$ cat config.mk
export PLATFORM = sky130hd
export DESIGN_NAME = fetch_ir_unit
export DESIGN_NICKNAME = d
export VERILOG_FILES = /design/src/rtl/fetch_ir_unit.sv
export SDC_FILE = /design/constraint.sdc
export NUM_CORES = 1
export LEC_CHECK = 0
export CAP_MARGIN = 20
export CORE_MARGIN = 2
export CORE_UTILIZATION = 35
export CTS_CLUSTER_DIAMETER = 150
export DETAILED_ROUTE_END_ITERATION = 6
export PLACE_DENSITY = 0.86
export SLEW_MARGIN = 20
export SYNTH_ARGS = -nofsm -noshare
export SYNTH_HDL_FRONTEND = slang
export SYNTH_SLANG_ARGS = --single-unit
$ cat constraint.sdc
create_clock -name clk -period 3.5 [get_ports clk]
set_input_delay 0.7 -clock clk [delete_from_list [all_inputs] [get_ports clk]]
set_output_delay 0.7 -clock clk [all_outputs]
set_load 0.01 [all_outputs]
$ cat src/rtl/fetch_ir_unit.sv
// rtl/fetch_ir_unit.sv - PC register, instruction fetch handshake and IR decode
//
// Purpose:
//   Holds the program counter and the instruction register of a multicycle
//   core. A fetch requested by the control FSM (IRWrite) runs a two-state
//   handshake against instruction memory. While the fetch is outstanding,
//   stall freezes the control FSM. The IR fields are decoded
//   combinationally.
//
// Optional feature (macro FETCH_TIMEOUT_EN):
//   When this macro is defined, a fetch that sees no mem_ready for 16
//   consecutive WAIT cycles is abandoned. The fetch then loads a NOP
//   (0x00000000) and sets the sticky fetch_err flag.
//   When the macro is undefined, the unit waits forever and fetch_err is 0.
//
// Ports:
//   clk         in   1   clock, rising edge
//   reset       in   1   asynchronous, active-low reset
//   PCWrite     in   1   PC load request
//   IRWrite     in   1   fetch / IR load request
//   PCSrc       in   1   next-PC select: 0 alu_result, 1 alu_out
//   alu_result  in  32   combinational ALU output
//   alu_out     in  32   registered ALUOut value
//   mem_req     out  1   fetch request, high exactly in WAIT
//   mem_addr    out 32   fetch address (= pc)
//   mem_rdata   in  32   memory read data
//   mem_ready   in   1   memory completion strobe
//   stall       out  1   freeze request to control FSM
//   pc          out 32   program counter
//   instr       out 32   instruction register
//   Op/funct    out  6   instr[31:26] / instr[5:0]
//   rs/rt/rd    out  5   instr[25:21] / instr[20:16] / instr[15:11]
//   imm_sext    out 32   sign-extended instr[15:0]
//   fetch_err   out  1   sticky fetch-timeout flag

module fetch_ir_unit (
  input  logic        clk,
  input  logic        reset,
  input  logic        PCWrite,
  input  logic        IRWrite,
  input  logic        PCSrc,
  input  logic [31:0] alu_result,
  input  logic [31:0] alu_out,
  output logic        mem_req,
  output logic [31:0] mem_addr,
  input  logic [31:0] mem_rdata,
  input  logic        mem_ready,
  output logic        stall,
  output logic [31:0] pc,
  output logic [31:0] instr,
  output logic [5:0]  Op,
  output logic [5:0]  funct,
  output logic [4:0]  rs,
  output logic [4:0]  rt,
  output logic [4:0]  rd,
  output logic [31:0] imm_sext,
  output logic        fetch_err
);

  typedef enum logic {
    IDLE = 1'b0,
    WAIT = 1'b1
  } state_t;

  state_t      state;
  logic        fetch_done;
  logic        timeout_hit;
  logic        fetch_end;
  logic        pc_en;
  logic [31:0] next_pc;

  // The memory result is only looked at while a fetch is outstanding.
  // Strobes that arrive in IDLE are dropped.
  assign fetch_done = (state == WAIT) && mem_ready;

`ifdef FETCH_TIMEOUT_EN
  logic [3:0] tmo_cnt;
  logic       err_q;

  // The counter holds 15 during the 16th consecutive WAIT cycle without
  // mem_ready. If mem_ready arrives in that same cycle, the normal
  // completion wins.
  assign timeout_hit = (state == WAIT) && !mem_ready && (tmo_cnt == 4'hF);

  // The counter sits at zero in IDLE, so every fetch starts counting from a
  // cleared value.
  always_ff @(posedge clk or negedge reset) begin
    if (!reset) begin
      tmo_cnt <= 4'h0;
    end else if (state == IDLE) begin
      tmo_cnt <= 4'h0;
    end else if (!mem_ready) begin
      tmo_cnt <= tmo_cnt + 4'h1;
    end
  end

  always_ff @(posedge clk or negedge reset) begin
    if (!reset) begin
      err_q <= 1'b0;
    end else if (timeout_hit) begin
      err_q <= 1'b1;
    end
  end

  assign fetch_err = err_q;
`else
  assign timeout_hit = 1'b0;
  assign fetch_err   = 1'b0;
`endif

  assign fetch_end = fetch_done || timeout_hit;

  // The control FSM is held for as long as it requests a fetch that has not
  // finished yet. An abandoned (timed-out) fetch also counts as finished.
  assign stall = IRWrite && !fetch_end;

  // pc must not move while the memory is being addressed. Inside WAIT, the
  // only edge that may load pc is the one that ends the fetch.
  assign pc_en   = PCWrite && !stall && ((state == IDLE) || fetch_end);
  assign next_pc = PCSrc ? alu_out : alu_result;

  // Handshake FSM. mem_req is a register that is kept in step with state,
  // so the memory sees a glitch-free request.
  always_ff @(posedge clk or negedge reset) begin
    if (!reset) begin
      state   <= IDLE;
      mem_req <= 1'b0;
    end else begin
      case (state)
        IDLE: begin
          if (IRWrite) begin
            state   <= WAIT;
            mem_req <= 1'b1;
          end
        end
        WAIT: begin
          if (fetch_end) begin
            state   <= IDLE;
            mem_req <= 1'b0;
          end
        end
        default: begin
          state   <= IDLE;
          mem_req <= 1'b0;
        end
      endcase
    end
  end

  always_ff @(posedge clk or negedge reset) begin
    if (!reset) begin
      pc <= 32'h0000_0000;
    end else if (pc_en) begin
      pc <= next_pc;
    end
  end

  // The IR only changes while the control FSM still asks for the fetch.
  // A completion after IRWrite has dropped ends the handshake but leaves
  // the IR unchanged.
  always_ff @(posedge clk or negedge reset) begin
    if (!reset) begin
      instr <= 32'h0000_0000;
    end else if (IRWrite && fetch_done) begin
      instr <= mem_rdata;
    end else if (IRWrite && timeout_hit) begin
      instr <= 32'h0000_0000;
    end
  end

  assign mem_addr = pc;

  assign Op       = instr[31:26];
  assign rs       = instr[25:21];
  assign rt       = instr[20:16];
  assign rd       = instr[15:11];
  assign funct    = instr[5:0];
  assign imm_sext = {{16{instr[15]}}, instr[15:0]};

endmodule

==> results of run 1 <==
cell usage in the layout, fill, tap and decap left out, drive strengths merged:
cell and instances:
nor2 1, buf 5, clkinv 3, nand3 1
inv 2, clkbuf 13, dfrtp 66, o22ai 1
nand2b 1, clkdlybuf4s50 256, a21oi 1, conb 1
o211ai 1, o21ai 1, mux2 96
Yosys cell counts, types with 3 or more instances:
| cell | instances |
|---|---|
| buf_4 | 92 |
| dfrtp_1 | 66 |
| mux2_4 | 60 |
| mux2_2 | 36 |
| buf_6 | 6 |
| buf_2 | 3 |
cells by family after synthesis:
group	synth area share, %
DFF	43.51
buffers and inverters	20.70
other	0.09878
muxes	34.41
AOI/OAI and AO/OA	0.7579
and+or+nand+nor	0.5274
metrics by stage:
step | instance area [um^2] | hold WS [ns] | total power, uW | utilization (%) | setup slack [ns]
after CTS | 5961 | 0.4378 | 3578 | 55.72 | 0.8203
after global routing | 5961 | 0.4549 | 3723 | 55.72 | 0.7696
after floorplan | 3796 | 0.4044 | 2199 | - | 1.753
after detailed placement | 5797 | 0.5219 | 3010 | 54.19 | 0.4736
after global placement | 5797 | 0.5228 | 2966 | 54.19 | 0.5688
final | 5961 | 0.4201 | 3533 | 55.72 | 0.8120
report_power, final:
| part | switching [uW] | leakage [uW] | internal [uW] | total, uW |
|---|---|---|---|---|
| sequential | 216 | 0.000776 | 969 | 1190 |
| clock | 275 | 0.0000872 | 274 | 549 |
| combinational | 583 | 0.00174 | 1220 | 1800 |
layout make-up:
cell class / count / area, um^2
Fill cell: 891 / 4737
Sequential cell: 66 / 1652
Clock buffer: 13 / 148.9
Clock inverter: 3 / 15.01
Tap cell: 140 / 175.2
Inverter: 2 / 7.507
Multi-Input combinational cell: 104 / 1368
Timing Repair Buffer: 261 / 2595
registers in the layout, summed over array words and instances (netlist names):
| register | flops |
|---|---|
| mem_addr | 32 |
| state | 1 |
| mem_req | 1 |
| instr | 32 |
critical path, delay by kind of cell:
kind / cells / cell delay [ns]
buffers and inverters: 3 / 1.17
AO/OA/AOI/OAI: 1 / 0.12
metal layers:
layer  share of wire [%]  vias to the layer above
li1                    -                     1168
met1                  38                     1269
met2                  54                      115
met3                 6.7                       12
met4                 1.7                        0
met5                   0                        -
final timing paths:
check | from | endpoint | slack (ns) | depth (start not counted)
max | IRWrite | stall | 0.81 | 4
min | reset | instr[4]$_DFFE_PN0P_ | 0.42 | 1
max reg2reg | state$_DFF_PN0_ | mem_addr[3]$_DFFE_PN0P_ | 1.32 | 3
min reg2reg | mem_addr[4]$_DFFE_PN0P_ | mem_addr[4]$_DFFE_PN0P_ | 0.54 | 1
max in group asynchronous | reset | mem_addr[29]$_DFFE_PN0P_ | 2.16 | 2
min in group clk | mem_addr[4]$_DFFE_PN0P_ | mem_addr[4]$_DFFE_PN0P_ | 0.54 | 1
==> summary.md, run 1 <==
| Metric | Value |
|---|---|
| Status | finished, final reports clean |
| Later-pin clock latency in the skew report | ~0.33 ns |
| Cell area after synthesis | 3796 um^2 |
| Fin. Hold Viols | 0 |
| Die height | roughly 110 um |
| Maximum clock path buffer count | 2 |
| H-tree depth | 3 |
| Post-DRT Antenna Nets | 0 |
| Crit Path Category | primary input to output port |
| # rows | 38 |
| Area leader, netlist | dfrtp_1 |
| Asr flop ratio synth | 100.0% |
| Share of cells above drive strength 1 | 26.06% |
| DRC | 0 |
| Max FO, Critical Path | 3 |
| Layout Cells excl Fill | 589 |
| P per Cell Area | 592.8 nW/um^2 |
| Number of synthesized flops with an enable pin | 0 |
| Final setup TNS | 0 ns |
| IO Pins | 260 |
| Met3 Use GR | about 3.4% |
| Max Fclk | 372.0 MHz |
| Crit path cell chain | clkdlybuf4s50_1 > inv_2 > a21oi_1 > clkdlybuf4s50_1 |
| Final setup viols | 0 |
| First-pass GRT wire length | 14.47 mm |
| Actual slew at the worst max-slew pin | 1.037 ns |
| Post-DP HPWL | 7.519 mm |
| Max VDD drop | approximately 0.23 mV |
| Met1 global-route usage | approximately 19% |
| Top cell type's share of synthesized area | 43.51% |
| Initial Util | 35.49% |
| Grt total ovfl | 0 |
| Post-CTS Hold Fix Bufs | 0 |
| Post-CTS sizing | 0 |
| CP peak stage delay | ~0.55 ns |
| Slew HR | 30.51% |
| Number of global-route vias before repair | 2759 |
| Cell variety after synth | 17 |
| Worst path most repeated cell | clkdlybuf4s50_1 |
| Via Count | 2564 |
| Leading post-synthesis cells by cell area | dfrtp_1 44%, mux2_4 24%, buf_4 18% |
| MaxCap Viol Count | 0 |
| Syn avg cell area | 13.85 um^2 |
| Busiest grt layer | met2 |
| Total GRT Usage | ~16% |
| Pin count of the biggest net entering global routing | 35 |
| Crit. End Element | output port |
| DR pass1 iterations | 4 |
| Net count, final | 546 |
| Crit path time final | 2.688 ns |
| CTS Sinks | 66 |
| CTS tree | yes |
| Wire per inst | 16.57 um |
| Via/cell ratio | 4.353 |
| Worst Path Arrival | 1.99 ns |
| Placed Cells | approximately 570 |
| Slew Viols, Final | 0 |
| Synth Instances | 274 |
| Met2 global-route usage | 29.29% |
| Crit path launch type | primary input |
| Top FF cell, synth | dfrtp_1 |
| Leak pwr | 0.002600 uW |
| Synth Net Count | 376 |
| Final period utilization | just under 80% |
| Placer Congestion | roughly 0.73 |
| Worst path required time | 2.80 ns |
| Iteration-0 DRC Markers | 72 |
| Total CTS buffers | 9 |
| RSZ-0062 raised after global routing | no |
| Worst min-delay path class | primary input to asynchronous set/reset pin |
| CTS Root Cell | clkbuf_8 |
| P&R area growth vs syn | 57.02% |
| Core area | ~11000 um^2 |
| # diodes | 0 |
| Slowest cell on crit path | clkdlybuf4s50_1 |
| Sequential fraction of the synthesis area | 43.51% |
| DIE AREA | 11700 um^2 |
| Port Buf Inserts | between 200 and 300 |
| Clock-pin slew on the worst setup and hold paths | 0.07 ns |
| Final WL | between 9 and 10 mm |
| Ys Warns | 0 |
| Post-CTS Setup Bufs | 0 |
| Initial antenna violation count | 0 |
| Die width | 108.1 um |
| Clock Skew | 0.01123 ns |
| Seq cells post-synth | 66 |
(Power assumes the default switching activity.)
==> run 2, diff against run 1 <==
- clock period: 3.5 -> 2.6 ns (I/O delays scaled with it)
==> summary.md, run 2 (synthesized netlist as in run 1, its figures left out) <==
| Metric | Value |
|---|---|
| Worst min-delay path class | primary input to asynchronous set/reset pin (unchanged) |
| Port Buf Inserts | 258 (unchanged) |
| Max FO, Critical Path | 3 (unchanged) |
| DIE AREA | 11700 um^2 (unchanged) |
| Slew Viols, Final | 0 (unchanged) |
| Reg2reg path depth | 4 (was 3) |
| Crit path launch type | primary input (unchanged) |
| Final setup viols | 0 (unchanged) |
| P&R area growth vs syn | 59.13% (was 57.02%) |
| Die height | 108.1 um (unchanged) |
| Maximum clock path buffer count | 2 (unchanged) |
| Seq pwr share | 32.5% (was 33.6%) |
| Post-DP HPWL | 7.408 mm (was 7.519 mm) |
| Placed Cells | 575 (was 573) |
| P per Cell Area | 812.0 nW/um^2 (was 592.8 nW/um^2) |
| Via Count | 2539 (was 2564) |
| Actual slew at the worst max-slew pin | 0.5126 ns (was 1.037 ns) |
| CP peak stage delay | 0.55 ns (about the same) |
| DRC | 0 (unchanged) |
| Initial Util | 35.49% (unchanged) |
| Via/cell ratio | 4.303 (was 4.353) |
| Layout Cells excl Fill | 590 (was 589) |
| Number of global-route vias before repair | 2676 (was 2759) |
| Max Fclk | ~430 MHz |
| H-tree depth | 3 (unchanged) |
| Net Sw Frac | 29.41% (was 30.42%) |
| Post-DRT Antenna Nets | 0 (unchanged) |
| Iteration-0 DRC Markers | 72 (unchanged) |
| Final period utilization | 89.01% |
| Internal power | 3463 uW (was 2459 uW) |
| Final WL | 9.642 mm (was 9.757 mm) |
| Fin. Hold Viols | 0 (unchanged) |
| Reg2reg end | mem_addr[0]$_DFFE_PN0P_ (was mem_addr[3]$_DFFE_PN0P_) |
| Comb power frac | 49.5% (was 50.9%) |
| IO Pins | 260 (unchanged) |
| Worst path most repeated cell | clkdlybuf4s50_1 (unchanged) |
| Leak pwr | 0.002640 uW (was 0.002600 uW) |
| Crit Path Category | primary input to output port (unchanged) |
| Worst reg2reg setup slack | 1.08 ns (was 1.32 ns) |
| Share of cells above drive strength 1 | 26.67% (was 26.06%) |
| Clock power frac | 18.0% (was 15.5%) |
| CTS Sinks | 66 (unchanged) |
| RSZ-0062 raised after global routing | no (unchanged) |
| MaxCap Viol Count | 0 (unchanged) |
| Max VDD drop | 0.3214 mV (was 0.2288 mV) |
| # rows | 38 (unchanged) |
| # diodes | 0 (unchanged) |
| Post-CTS Hold Fix Bufs | 0 (unchanged) |
| Die width | 108.1 um (unchanged) |
| R2R Path Start | state$_DFF_PN0_ (unchanged) |
| Wire per inst | 16.34 um (was 16.57 um) |
| Pin count of the biggest net entering global routing | 35 (unchanged) |
| Post-route core utilization | 56.47% (was 55.72%) |
| CTS Root Cell | clkbuf_8 (unchanged) |
| Psw | 1443 uW (was 1075 uW) |
| Grt total ovfl | 0 (unchanged) |
| Initial antenna violation count | 0 (unchanged) |
| Placer Congestion | 0.7134 (was 0.7281) |
| Status | finished, final reports clean (unchanged) |
| Final setup TNS | 0 ns (unchanged) |
| First-pass GRT wire length | 14.13 mm (was 14.47 mm) |
| Later-pin clock latency in the skew report | 0.33 ns (about the same) |
| Crit path time final | 2.314 ns |
| Worst path required time | 2.08 ns (was 2.80 ns) |
| Crit path cell chain | clkdlybuf4s50_1 > inv_2 > a21oi_1 > clkdlybuf4s50_1 (unchanged) |
| Total CTS buffers | 9 (unchanged) |
| Slew HR | 65.83% (was 30.51%) |
| Clock-pin slew on the worst setup and hold paths | 0.08 ns (was 0.07 ns) |
| Total GRT Usage | 15.81% (was 16.17%) |
| Post-CTS sizing | 0 (unchanged) |
| Worst Path Arrival | 1.79 ns (was 1.99 ns) |
| Post-CTS Setup Bufs | 0 (unchanged) |
| Crit. End Element | output port (unchanged) |
| Setup WS post-layout | 0.2858 ns (was 0.8120 ns) |
| Setup WS pre-CTS | 0.2872 ns (was 0.4736 ns) |
| DR pass1 iterations | 4 (unchanged) |
| Most common cell after layout, fill and taps aside | clkdlybuf4s50_1 (unchanged) |
| Clock Skew | 0.01131 ns (was 0.01123 ns) |
| Net count, final | 548 (was 546) |
| Core area | 10700 um^2 (unchanged) |
| CTS tree | yes (unchanged) |
| Slowest cell on crit path | clkdlybuf4s50_1 (unchanged) |
| Commonest cells after routing, fill and taps aside | 256 x clkdlybuf4s50_1, 66 x dfrtp_1, 60 x mux2_4 (unchanged) |
run 2: cell count changes in the layout (fill, tap and decap cells not counted), sizes merged:
cell,previous run,this run
buf,5,7
clkinv,3,1
bufinv,0,1
run 2: worst max-delay path by stage:
stage | startpoint | end | slack, ns | cells after the start
3_5_place_dp | IRWrite | stall | 0.29 | 4
3_3_place_gp | IRWrite | stall | 0.30 | 4
6_report | IRWrite | stall | 0.29 | 4
2_1_floorplan | PCSrc | mem_addr[10]$_DFFE_PN0P_ | 1.03 | 4
5_1_grt | IRWrite | stall | 0.24 | 4
4_1_cts | IRWrite | stall | 0.28 | 4
run 2: cell type report:
class / count / area (um^2)
inverters: 2 / 7.507
multi-input cells: 104 / 1368
clock buffers: 13 / 168.9
well taps: 140 / 175.2
fillers: 916 / 4657
clock inverters: 2 / 35.03
flip-flops and latches: 66 / 1652
repair buffers: 263 / 2635
run 2: metal layers:
metal,part of all wire (%),up-vias,GRT usage (%)
li1,-,1177,-
met3,6.6,9,3.255
met2,55,115,28.89
met4,1.1,0,5.678
met5,0,-,0
met1,38,1238,18.20
run 2: power groups by stage:
stage	clock network, uW	logic [uW]	registers [uW]
2_1_floorplan	0	1290	1670
3_3_place_gp	0	2410	1590
3_5_place_dp	0	2450	1610
4_1_cts	923	2460	1600
5_1_grt	965	2550	1640
6_report	885	2430	1590
run 2: worst max-delay path: cells and delay by family:
family                 cells  cell delay (ns)
buffers and inverters      3             1.15
AOI/OAI and AO/OA          1             0.13
run 2: per-stage QoR:
step / total power (uW) / hold slack, ns / instance area, um^2
3_3_place_gp: 3998 / 0.5206 / 5837
6_report: 4905 / 0.2126 / 6041
5_1_grt: 5159 / 0.2213 / 6041
4_1_cts: 4980 / 0.2121 / 6041
3_5_place_dp: 4061 / 0.5241 / 5837
2_1_floorplan: 2961 / 0.2244 / 3796
==> run 3, diff against run 2 <==
- CORE_MARGIN: 2 -> 4
- CTS_CLUSTER_DIAMETER: 150 -> unset
==> summary.md, run 3 (synthesized netlist as in run 1, its figures left out) <==
| Metric | Value |
|---|---|
| Slew Viols, Final | 0 (unchanged) |
| Clock Skew | 0.01267 ns (was 0.01131 ns) |
| Final WL | 10.48 mm (was 9.642 mm) |
| Post-CTS Hold Fix Bufs | 0 (unchanged) |
| RSZ-0062 raised after global routing | no (unchanged) |
| Core area | 10460 um^2 (was 10700 um^2) |
| Fin. Hold Viols | 0 (unchanged) |
| Die width | 112.1 um (was 108.1 um) |
| Placed Cells | 570 (was 575) |
| Via Count | 2599 (was 2539) |
| Final period utilization | 91.11% (was 89.01%) |
| P&R area growth vs syn | 58.93% (was 59.13%) |
| Commonest cells after routing, fill and taps aside | 257 x clkdlybuf4s50_1, 66 x dfrtp_1, 60 x mux2_4 (was 256 x clkdlybuf4s50_1, 66 x dfrtp_1, 60 x mux2_4) |
| Layout Cells excl Fill | 585 (was 590) |
| Initial Util | 36.28% (was 35.49%) |
| Max Fclk | 422.1 MHz (was 432.1 MHz) |
| Via/cell ratio | 4.443 (was 4.303) |
| IO Pins | 260 (unchanged) |
| Dpl cell area | 5854 um^2 (was 5837 um^2) |
| Crit path time final | 2.369 ns (was 2.314 ns) |
| Initial antenna violation count | 0 (unchanged) |
| Design Area, Final | 6033 um^2 (was 6041 um^2) |
| Leak pwr | 0.002622 uW (was 0.002640 uW) |
| Final setup TNS | 0 ns (unchanged) |
| Post-route core utilization | 57.67% (was 56.47%) |
| Clock-pin slew on the worst setup and hold paths | 0.07 ns (was 0.08 ns) |
| First-pass GRT wire length | 16.35 mm (was 14.13 mm) |
| Crit. End Element | output port (unchanged) |
| # rows | 37 (was 38) |
| Later-pin clock latency in the skew report | 0.33 ns (about the same) |
| CTS Sinks | 66 (unchanged) |
| Worst path required time | 2.08 ns (about the same) |
| WL met3 | 972 um (was 633 um) |
| Post-DP HPWL | 8.356 mm (was 7.408 mm) |
| Actual slew at the worst max-slew pin | 0.7222 ns (was 0.5126 ns) |
| Max FO, Critical Path | 3 (unchanged) |
| Placer Congestion | 0.8396 (was 0.7134) |
| CTS Root Cell | clkbuf_8 (unchanged) |
| Post-DRT Antenna Nets | 0 (unchanged) |
| Crit Path Category | primary input to output port (unchanged) |
| Post-CTS Setup Bufs | 0 (unchanged) |
| Status | finished, final reports clean (unchanged) |
| Total GRT Usage | 16.30% (was 15.81%) |
| Wire per inst | 17.91 um (was 16.34 um) |
| Number of global-route vias before repair | 2994 (was 2676) |
| Most common cell after layout, fill and taps aside | clkdlybuf4s50_1 (unchanged) |
| # diodes | 0 (unchanged) |
| Total CTS buffers | 9 (unchanged) |
| DRC | 0 (unchanged) |
| Wire length on met2 | 5.368 mm (was 5.271 mm) |
| Die height | 112.1 um (was 108.1 um) |
| Worst min-delay path class | primary input to asynchronous set/reset pin (unchanged) |
| Net count, final | 547 (was 548) |
| Max VDD drop | 0.3944 mV (was 0.3214 mV) |
| Grt total ovfl | 0 (unchanged) |
| Iteration-0 DRC Markers | 97 (was 72) |
| DR pass1 iterations | 4 (unchanged) |
| Share of cells above drive strength 1 | 26.50% (was 26.67%) |
| Port Buf Inserts | 258 (unchanged) |
| Final setup viols | 0 (unchanged) |
| Post-CTS sizing | 0 (unchanged) |
| Slew HR | 51.85% (was 65.83%) |
| Highest Signal Layer | met4 (unchanged) |
| Worst Path Arrival | 1.85 ns (was 1.79 ns) |
| Crit path launch type | primary input (unchanged) |
| Met1 Routed Length | 3.972 mm (was 3.630 mm) |
| Pin count of the biggest net entering global routing | 37 (was 35) |
| Maximum clock path buffer count | 2 (unchanged) |
| MaxCap Viol Count | 0 (unchanged) |
| H-tree depth | 3 (unchanged) |
| CTS tree | yes (unchanged) |
| P per Cell Area | 801.2 nW/um^2 (was 812.0 nW/um^2) |
| DIE AREA | 12580 um^2 (was 11700 um^2) |
[run 3: worst paths after layout]
check	depth (start not counted)	to	slack [ns]	startpoint
max reg2reg	3	instr[23]$_DFFE_PN0P_	0.90	state$_DFF_PN0_
max in group asynchronous	2	instr[20]$_DFFE_PN0P_	1.71	reset
max	4	stall	0.23	IRWrite
min reg2reg	1	instr[19]$_DFFE_PN0P_	0.54	instr[19]$_DFFE_PN0P_
min	1	mem_addr[10]$_DFFE_PN0P_	0.24	reset
min in group clk	1	instr[19]$_DFFE_PN0P_	0.54	instr[19]$_DFFE_PN0P_
[run 3: critical path, stage by stage]
cell	delay (ns)
clkdlybuf4s50_1	0.54
inv_2	0.08
a21oi_1	0.12
clkdlybuf4s50_1	0.59
[run 3: through the flow]
step | total power, uW | hold WS (ns) | setup slack [ns]
floorplan | 2961 | 0.2244 | 1.033
global placement | 4049 | 0.5209 | 0.2264
detailed placement | 4105 | 0.5257 | 0.2331
CTS | 4923 | 0.2554 | 0.2199
global route | 5108 | 0.2879 | 0.1625
finish | 4834 | 0.2420 | 0.2311
[run 3: area by class of cell]
type | count | area [um^2]
clock buffers | 11 | 151.4
clock inverters | 4 | 27.53
fillers | 852 | 4429
inverters | 2 | 7.507
multi-input cells | 104 | 1368
flip-flops and latches | 66 | 1652
well taps | 136 | 170.2
repair buffers | 262 | 2658
[run 3: power by group]
group	switching, uW	internal (uW)
logic	816	1650
registers	291	1300
clock network	385	391
total	1490	3340
[run 3: layer usage]
layer	global-route usage (%)	vias up
met5	0	-
li1	-	1172
met3	5.445	14
met2	28.65	168
met1	18.57	1245
met4	5.449	0
